[config.mk]
export PLATFORM = sky130hd
export DESIGN_NAME = demux1to8_deser
export DESIGN_NICKNAME = d
export VERILOG_FILES = /design/src/rtl/deser_pkg.sv /design/src/rtl/sel_counter.sv /design/src/rtl/demux1to8_deser.sv
export SDC_FILE = /design/constraint.sdc
export NUM_CORES = 1
export LEC_CHECK = 0
export ABC_AREA = 1
export CORE_MARGIN = 1.5
export CORE_UTILIZATION = 60
export DETAILED_ROUTE_END_ITERATION = 6
export DONT_BUFFER_PORTS = 1
export PLACE_DENSITY = 0.8
export SLEW_MARGIN = 15
export SYNTH_ARGS = -nofsm -noshare
export SYNTH_HDL_FRONTEND = slang
export SYNTH_SLANG_ARGS = --single-unit
[constraint.sdc]
create_clock -name clk -period 2.1 [get_ports clk]
set_input_delay 0.42 -clock clk [delete_from_list [all_inputs] [get_ports clk]]
set_output_delay 0.42 -clock clk [all_outputs]
set_load 0.02 [all_outputs]
[src/rtl/deser_pkg.sv]
// Shared definitions for the serial/parallel mux-demux datapath.
// Optional parity support is enabled by DEMUX1TO8_DESER_PARITY_EN in the users of this package.
package deser_pkg;

    localparam int DESER_W = 8;

    // Returns 1 when the word has an odd number of ones.
    function automatic logic even_parity(input logic [DESER_W-1:0] v);
        return ^v;
    endfunction

endpackage

[src/rtl/sel_counter.sv]
// Wrapping select counter 0..MAX with enable, synchronous clear and terminal-count flag.
// Shared by the serializer and deserializer select paths.
module sel_counter #(
    parameter int MAX = 7,
    parameter int CW  = 3
) (
    input  logic          clk,
    input  logic          rst_n,
    input  logic          en,
    input  logic          clr,
    output logic [CW-1:0] cnt,
    output logic          tc
);

    logic [CW-1:0] cnt_q, cnt_d;

    assign tc  = (cnt_q == CW'(MAX));
    assign cnt = cnt_q;

    // NOTE: every always_comb output gets a default first so no latch is inferred.
    always_comb begin
        cnt_d = cnt_q;
        if (clr)
            cnt_d = '0;
        else if (en)
            cnt_d = tc ? '0 : cnt_q + CW'(1);
    end

    // NOTE: sequential state uses non-blocking assignments only.
    always_ff @(posedge clk or negedge rst_n) begin
        if (!rst_n)
            cnt_q <= '0;
        else
            cnt_q <= cnt_d;
    end

endmodule

[src/rtl/demux1to8_deser.sv]
// Serial-to-parallel deserializer: steers each accepted bit into slot sel, buffers one word.
// Define DEMUX1TO8_DESER_PARITY_EN to append an even-parity bit per frame and expose p_perr.
module demux1to8_deser
    import deser_pkg::*;
#(
    parameter  int W     = DESER_W,
`ifdef DEMUX1TO8_DESER_PARITY_EN
    localparam int LAST  = W,
`else
    localparam int LAST  = W - 1,
`endif
    localparam int SEL_W = $clog2(LAST + 1)
) (
    input  logic             clk,
    input  logic             rst_n,
    input  logic             s_valid,
    input  logic             s_bit,
    output logic             s_ready,
    input  logic             s_clr,
    output logic             p_valid,
    output logic [W-1:0]     p_data,
    input  logic             p_ready,
`ifdef DEMUX1TO8_DESER_PARITY_EN
    output logic             p_perr,
`endif
    output logic [SEL_W-1:0] sel
);

    logic [W-1:0] asm_q, asm_d;
    logic [W-1:0] p_data_q, p_data_d;
    logic         p_valid_q, p_valid_d;
    logic         last;
    logic         accept;
    logic         complete;

    sel_counter #(.MAX(LAST), .CW(SEL_W)) u_sel (
        .clk   (clk),
        .rst_n (rst_n),
        .en    (accept),
        .clr   (s_clr),
        .cnt   (sel),
        .tc    (last)
    );

    // Only the frame-closing bit waits for the output buffer; earlier bits always land.
    assign s_ready  = !(last && p_valid_q && !p_ready);
    assign accept   = s_valid && s_ready;
    assign complete = accept && last && !s_clr;

`ifdef DEMUX1TO8_DESER_PARITY_EN
    logic p_perr_q, p_perr_d;
    assign p_perr = p_perr_q;
`endif

    always_comb begin
        asm_d     = asm_q;
        p_data_d  = p_data_q;
        p_valid_d = p_valid_q;
`ifdef DEMUX1TO8_DESER_PARITY_EN
        p_perr_d  = p_perr_q;
`endif
        if (p_valid_q && p_ready)
            p_valid_d = 1'b0;

        if (accept && !s_clr) begin
            for (int i = 0; i < W; i++)
                if (sel == SEL_W'(i))
                    asm_d[i] = s_bit;
        end

        if (complete) begin
`ifdef DEMUX1TO8_DESER_PARITY_EN
            p_data_d = asm_q;
            p_perr_d = even_parity(asm_q) ^ s_bit;
`else
            p_data_d = {s_bit, asm_q[W-2:0]};
`endif
            p_valid_d = 1'b1;
        end
    end

    always_ff @(posedge clk or negedge rst_n) begin
        if (!rst_n) begin
            asm_q     <= '0;
            p_data_q  <= '0;
            p_valid_q <= 1'b0;
`ifdef DEMUX1TO8_DESER_PARITY_EN
            p_perr_q  <= 1'b0;
`endif
        end else begin
            asm_q     <= asm_d;
            p_data_q  <= p_data_d;
            p_valid_q <= p_valid_d;
`ifdef DEMUX1TO8_DESER_PARITY_EN
            p_perr_q  <= p_perr_d;
`endif
        end
    end

    assign p_valid = p_valid_q;
    assign p_data  = p_data_q;

endmodule

* After elaboration in Yosys (flattened, before gate mapping)
Cells that the tools add are included.
** Operators by class
- Add/sub/neg operators :: 1
- Equality and inequality tests :: 7
- Mux-type cells :: 5
- Reduce and logical (&&, ||, !) cells :: 20
** Operators with widths (count)
- $reduce_and 2->1 :: 7
- $eq 3x3->1 const B :: 4
- $mux 3 :: 3
- $logic_and 1x1->1 :: 7
- $eq 3x2->1 const B :: 2
- $reduce_bool 2->1 :: 2
- $add 3x1->3 const B :: 1
- $eq 3x1->1 const B :: 1
- $logic_not 1->1 :: 3
- $logic_not 3->1 :: 1
- $mux 1 :: 2
** Word-level totals
- Flip-flop bits (word level) :: 19
- Input bits :: 6
- Output and inout bits :: 13
- Word-level logic and storage cells :: 43

* Logic depth before layout (Yosys ltp)
- Depth after elaboration :: 8
- Gate-level depth with buffers :: 8
- Depth with buffers taken out :: 8

* Hierarchy
A second synthesis with hierarchy kept.
** Second synthesis, totals
- Cell total of the unflattened synthesis :: 112
- Area, all modules :: 982.2 sq um
** By module, submodules not included
- demux1to8_deser :: times used 1, cells each 95, area an instance 830.8 sq um, sequential area each 400.4 sq um
- sel_counter :: times used 1, cells each 17, area an instance 151.4 sq um, sequential area each 75.1 sq um

* Least setup slack after synthesis
OpenSTA, ideal clock, no wires.
- Kind :: flip-flop to output port
- Start :: register u_sel.cnt_q[0], in the netlist u_sel.cnt[0]
- End :: output port s_ready
- Arrival time :: 1.208 ns
- Data required time :: 1.680 ns
- Setup slack :: 0.472 ns
- Cell stages (with the launch flop) :: 4
- Buffers on the path :: 0
- Cells stage by stage :: dfrtp_1 -> ha_1 -> ha_1 -> nand3_2
** On the way
- Cells in the longest elaborated chain, start to end :: 4
** Ends and longest elaborated chain
- start: declaration :: line sel_counter.sv:15 : logic [CW-1:0] cnt_q, cnt_d;
- start signal: assignment :: line sel_counter.sv:34 : cnt_q <= cnt_d;
- $eq 3x3->1
- $logic_and 1x1->1 (2 in a row) :: line demux1to8_deser.sv:46 : assign s_ready = !(last && p_valid_q && !p_ready);
- $logic_not 1->1 :: line demux1to8_deser.sv:46
- end: declaration :: line demux1to8_deser.sv:18 : output logic s_ready,
Every way passes these cells.

* Worst setup path in the final report
Ends and elaborated chain as after synthesis.

==> Implementation_results.wiki <==
{| class="wikitable"
! Metric !! Value
|-
| Die X-Extent || 44.1 um
|-
| Largest cells by area after synthesis || sky130_fd_sc_hd__dfrtp_1, sky130_fd_sc_hd__nand2_1, sky130_fd_sc_hd__nand4_1, sky130_fd_sc_hd__ha_1, sky130_fd_sc_hd__inv_1
|-
| Number of fillers in the final layout || 127
|-
| Synth-to-Final Area Change || 3.96%
|-
| Fin cells || 138
|-
| Classification of the worst setup path || reg -> out
|-
| CTS clock-pin slew for the worst setup and hold paths || 110 ps
|-
| Number of nets in the layout || 135
|-
| Full die area || 1940 um2
|-
| Initial antenna violation count || 0
|-
| DRC errors left || 0
|-
| Share of cells above drive strength 1 || 13.9%
|-
| End-of-flow core utilization || 68.2%
|-
| Total non-filler cell area in the finished layout || 1050 um2
|-
| Detailed Place HPWL || 1300 um
|-
| Global-route wire length before repair || 3020 um
|-
| Skew-Pair Late Insertion Delay || 300 ps
|-
| TritonCTS clock tree || built
|-
| Per-instance average area after synthesis || 8.42 um2
|-
| Unique masters post-synth || 15
|-
| Yosys warning count || 0
|-
| Post-synthesis sequential area ratio || 47.0%
|-
| Total number of placement rows || 14
|-
| Highest achievable clock rate || 504 MHz
|-
| Crit path setup slack, layout || 115 ps
|-
| Unrepaired setup endpoints after global routing || no
|-
| Startpoint Class || register
|-
| Most area-hungry cell type in the Yosys netlist || sky130_fd_sc_hd__dfrtp_1
|-
| Setup_tns || 0 ps
|-
| Total via count after detailed routing || 729
|-
| Final setup vio count || 0
|-
| Mean routed wirelength per cell || 12.6 um
|-
| Initial DRT Pass Iterations || 4
|-
| Cell area reported after detailed placement || 1010 um2
|-
| Seq pwr share || 61.8%
|-
| Slew of the pin with the lowest slew margin || 830 ps
|-
| Minimum clock period || 1980 ps
|-
| Pre-CTS WS || 342 ps
|-
| Clock root cell || sky130_fd_sc_hd__clkbuf_4
|-
| Number of violations reported at the end of detailed-routing iteration 0 || 6
|-
| Antenna diode instance count || 0
|-
| Vias in the first global route || 711
|-
| Initial Utilization || 65.6%
|-
| Endpoint kind of the worst setup timing path || output pin
|-
| Share of the clock period used by the worst path || 94.5%
|-
| Layout Skew || 5.28 ps
|-
| Post-detailed-routing wire length || 1730 um
|-
| Total nets after synthesis || 132
|-
| Antenna-violating nets left || 0
|-
| Global placement routability congestion || 0.857
|-
| Crit-path max FO || 8
|-
| Clock share of power || 28.3%
|-
| Summed instance area of the synthesized netlist || 1010 um2
|-
| Outcome || complete, no violations
|-
| Maximum level of the CTS H-tree || 1
|-
| Global routing usage summed across all routing layers || 21.3%
|-
| Switching Power || 177 uW
|-
| Final max-slew violation count || 0
|-
| Remaining global-route overflow || 0
|-
| Height of the die || 44.1 um
|-
| Power density normalized to cell area || 633 nW/um2
|-
| Total I/O pin count || 19
|-
| Remaining max-slew budget at the tightest pin || 44.5%
|-
| Port bufs || 0
|-
| Internal power of the cells || 489 uW
|-
| Class of the most critical hold timing path || in -> reg
|-
| Total setup buffers inserted after CTS || 0
|-
| Required time of the worst setup path || 1680 ps
|-
| Max Cap Violations || 0
|-
| Worst supply voltage drop on vdd || 0.375 mV
|-
| Number of buffers created by CTS || 3
|-
| Hold Vio Cnt, Final || 0
|-
| Number of sinks on the clock net || 19
|-
| LEAKAGE || 0.000588 uW
|-
| Top cell type's share of synthesized area || 47.0%
|-
| Fraction of power consumed by combinational cells || 9.8%
|-
| Largest net degree at the start of global routing || 20
|-
| CORE AREA || 1540 um2
|-
| Cell count after placement || 133
|-
| Sw frac || 26.6%
|-
| Synth Instances || 120
|-
| Number of vias per cell after detailed routing || 5.28
|-
| Data arrival at the endpoint of the critical path || 1560 ps
|-
| Number of register bits inferred by synthesis || 19
|-
| Number of buffers on the longest clock path || 2
|}
## worst paths after layout
path | from | endpoint | slack [ps] | cells past startpoint
hold / removal | s_bit | p_data[7] | 220 | 2
max in group asynchronous | rst_n | u_sel.cnt[0] | 880 | 1
hold reg to reg | asm_q[4] | p_data[4] | 490 | 2
setup / recovery | u_sel.cnt[0] | s_ready | 120 | 3
setup reg to reg | u_sel.cnt[0] | u_sel.cnt[0] | 390 | 7
min in group asynchronous | rst_n | p_data[7] | 650 | 1
## timing repair
| action | in CTS | in global routing |
|---|---|---|
| hold endpoints to repair | 19 | 0 |
| endpoints found under the setup margin | 1 | 1 |
| pin swaps | 0 | 0 |
| gates resized for setup | 1 | 1 |
| hold buffers | 1 | 0 |
## cell usage after synthesis, drive strengths merged
cell,instances
buf,4
dfrtp,19
ha,6
inv,14
nand2,53
nand3,1
nand4,15
nor2,7
nor3,1
## placed cells by master, fill, tap and decap left out, types with 2 or more instances in the layout
master,Yosys,final
sky130_fd_sc_hd__nor2_4,3,3
sky130_fd_sc_hd__dfrtp_1,19,17
sky130_fd_sc_hd__nand4_1,14,14
sky130_fd_sc_hd__nor2_1,4,4
sky130_fd_sc_hd__inv_1,10,10
sky130_fd_sc_hd__ha_1,6,6
sky130_fd_sc_hd__nand2_1,51,51
sky130_fd_sc_hd__inv_2,2,2
sky130_fd_sc_hd__inv_4,2,2
sky130_fd_sc_hd__nand2_2,2,2
sky130_fd_sc_hd__dfrtp_2,0,2
sky130_fd_sc_hd__clkbuf_4,0,3
## layer usage
layer	vias to the layer above	wire length, um	share of wire, %	global-route usage (%)
li1	384	-	-	-
met1	329	784	45	27.2
met2	13	858	49	36.2
met3	3	61	3.5	4.49
met4	0	29	1.7	7.27
met5	-	0	0	0
## worst max-delay path, stage by stage (launching register included)
cell and delay (ps):
sky130_fd_sc_hd__dfrtp_2 480, sky130_fd_sc_hd__ha_1 200, sky130_fd_sc_hd__ha_1 300, sky130_fd_sc_hd__nand3_2 280
## state kept, by name, indices dropped and copies added, names as in the netlist
signal	count
p_data	8
p_valid	1
asm_q	7
u_sel.cnt	3
## through the flow
stage / total power [uW] / hold slack, ps
floorplan: 469 / 124
global placement: 471 / 125
detailed placement: 478 / 125
CTS: 674 / 217
global route: 696 / 242
finish: 665 / 223
## cell families (layout without fill, tap and decap cells)
kind of cell / after synthesis / in the layout / share of synthesized area (%)
buffers and inverters: 18 / 20 / 8.29
AND/OR/NAND/NOR: 77 / 77 / 37.3
adder cells (fa/ha/maj): 6 / 6 / 7.43
flip-flops: 19 / 19 / 47.0
## final cells by class
cell class,count,area (um2),share of cell area (%)
multi-input cells,83,452,43.0
clock buffers,4,26.3,2.50
repair buffers,2,17.5,1.67
well taps,16,20.0,1.90
flip-flops and latches,19,478,45.5
inverters,14,57.6,5.48
## power groups by stage
stage / Sequential (uW) / Combinational, uW / Clock, uW
after floorplan: 414 / 55.5 / 0
after global placement: 417 / 54.3 / 0
after detailed placement: 419 / 58.4 / 0
after CTS: 412 / 67.1 / 195
after global routing: 415 / 78.1 / 202
final: 412 / 65.5 / 188
Power figures use the tool's default switching activity.
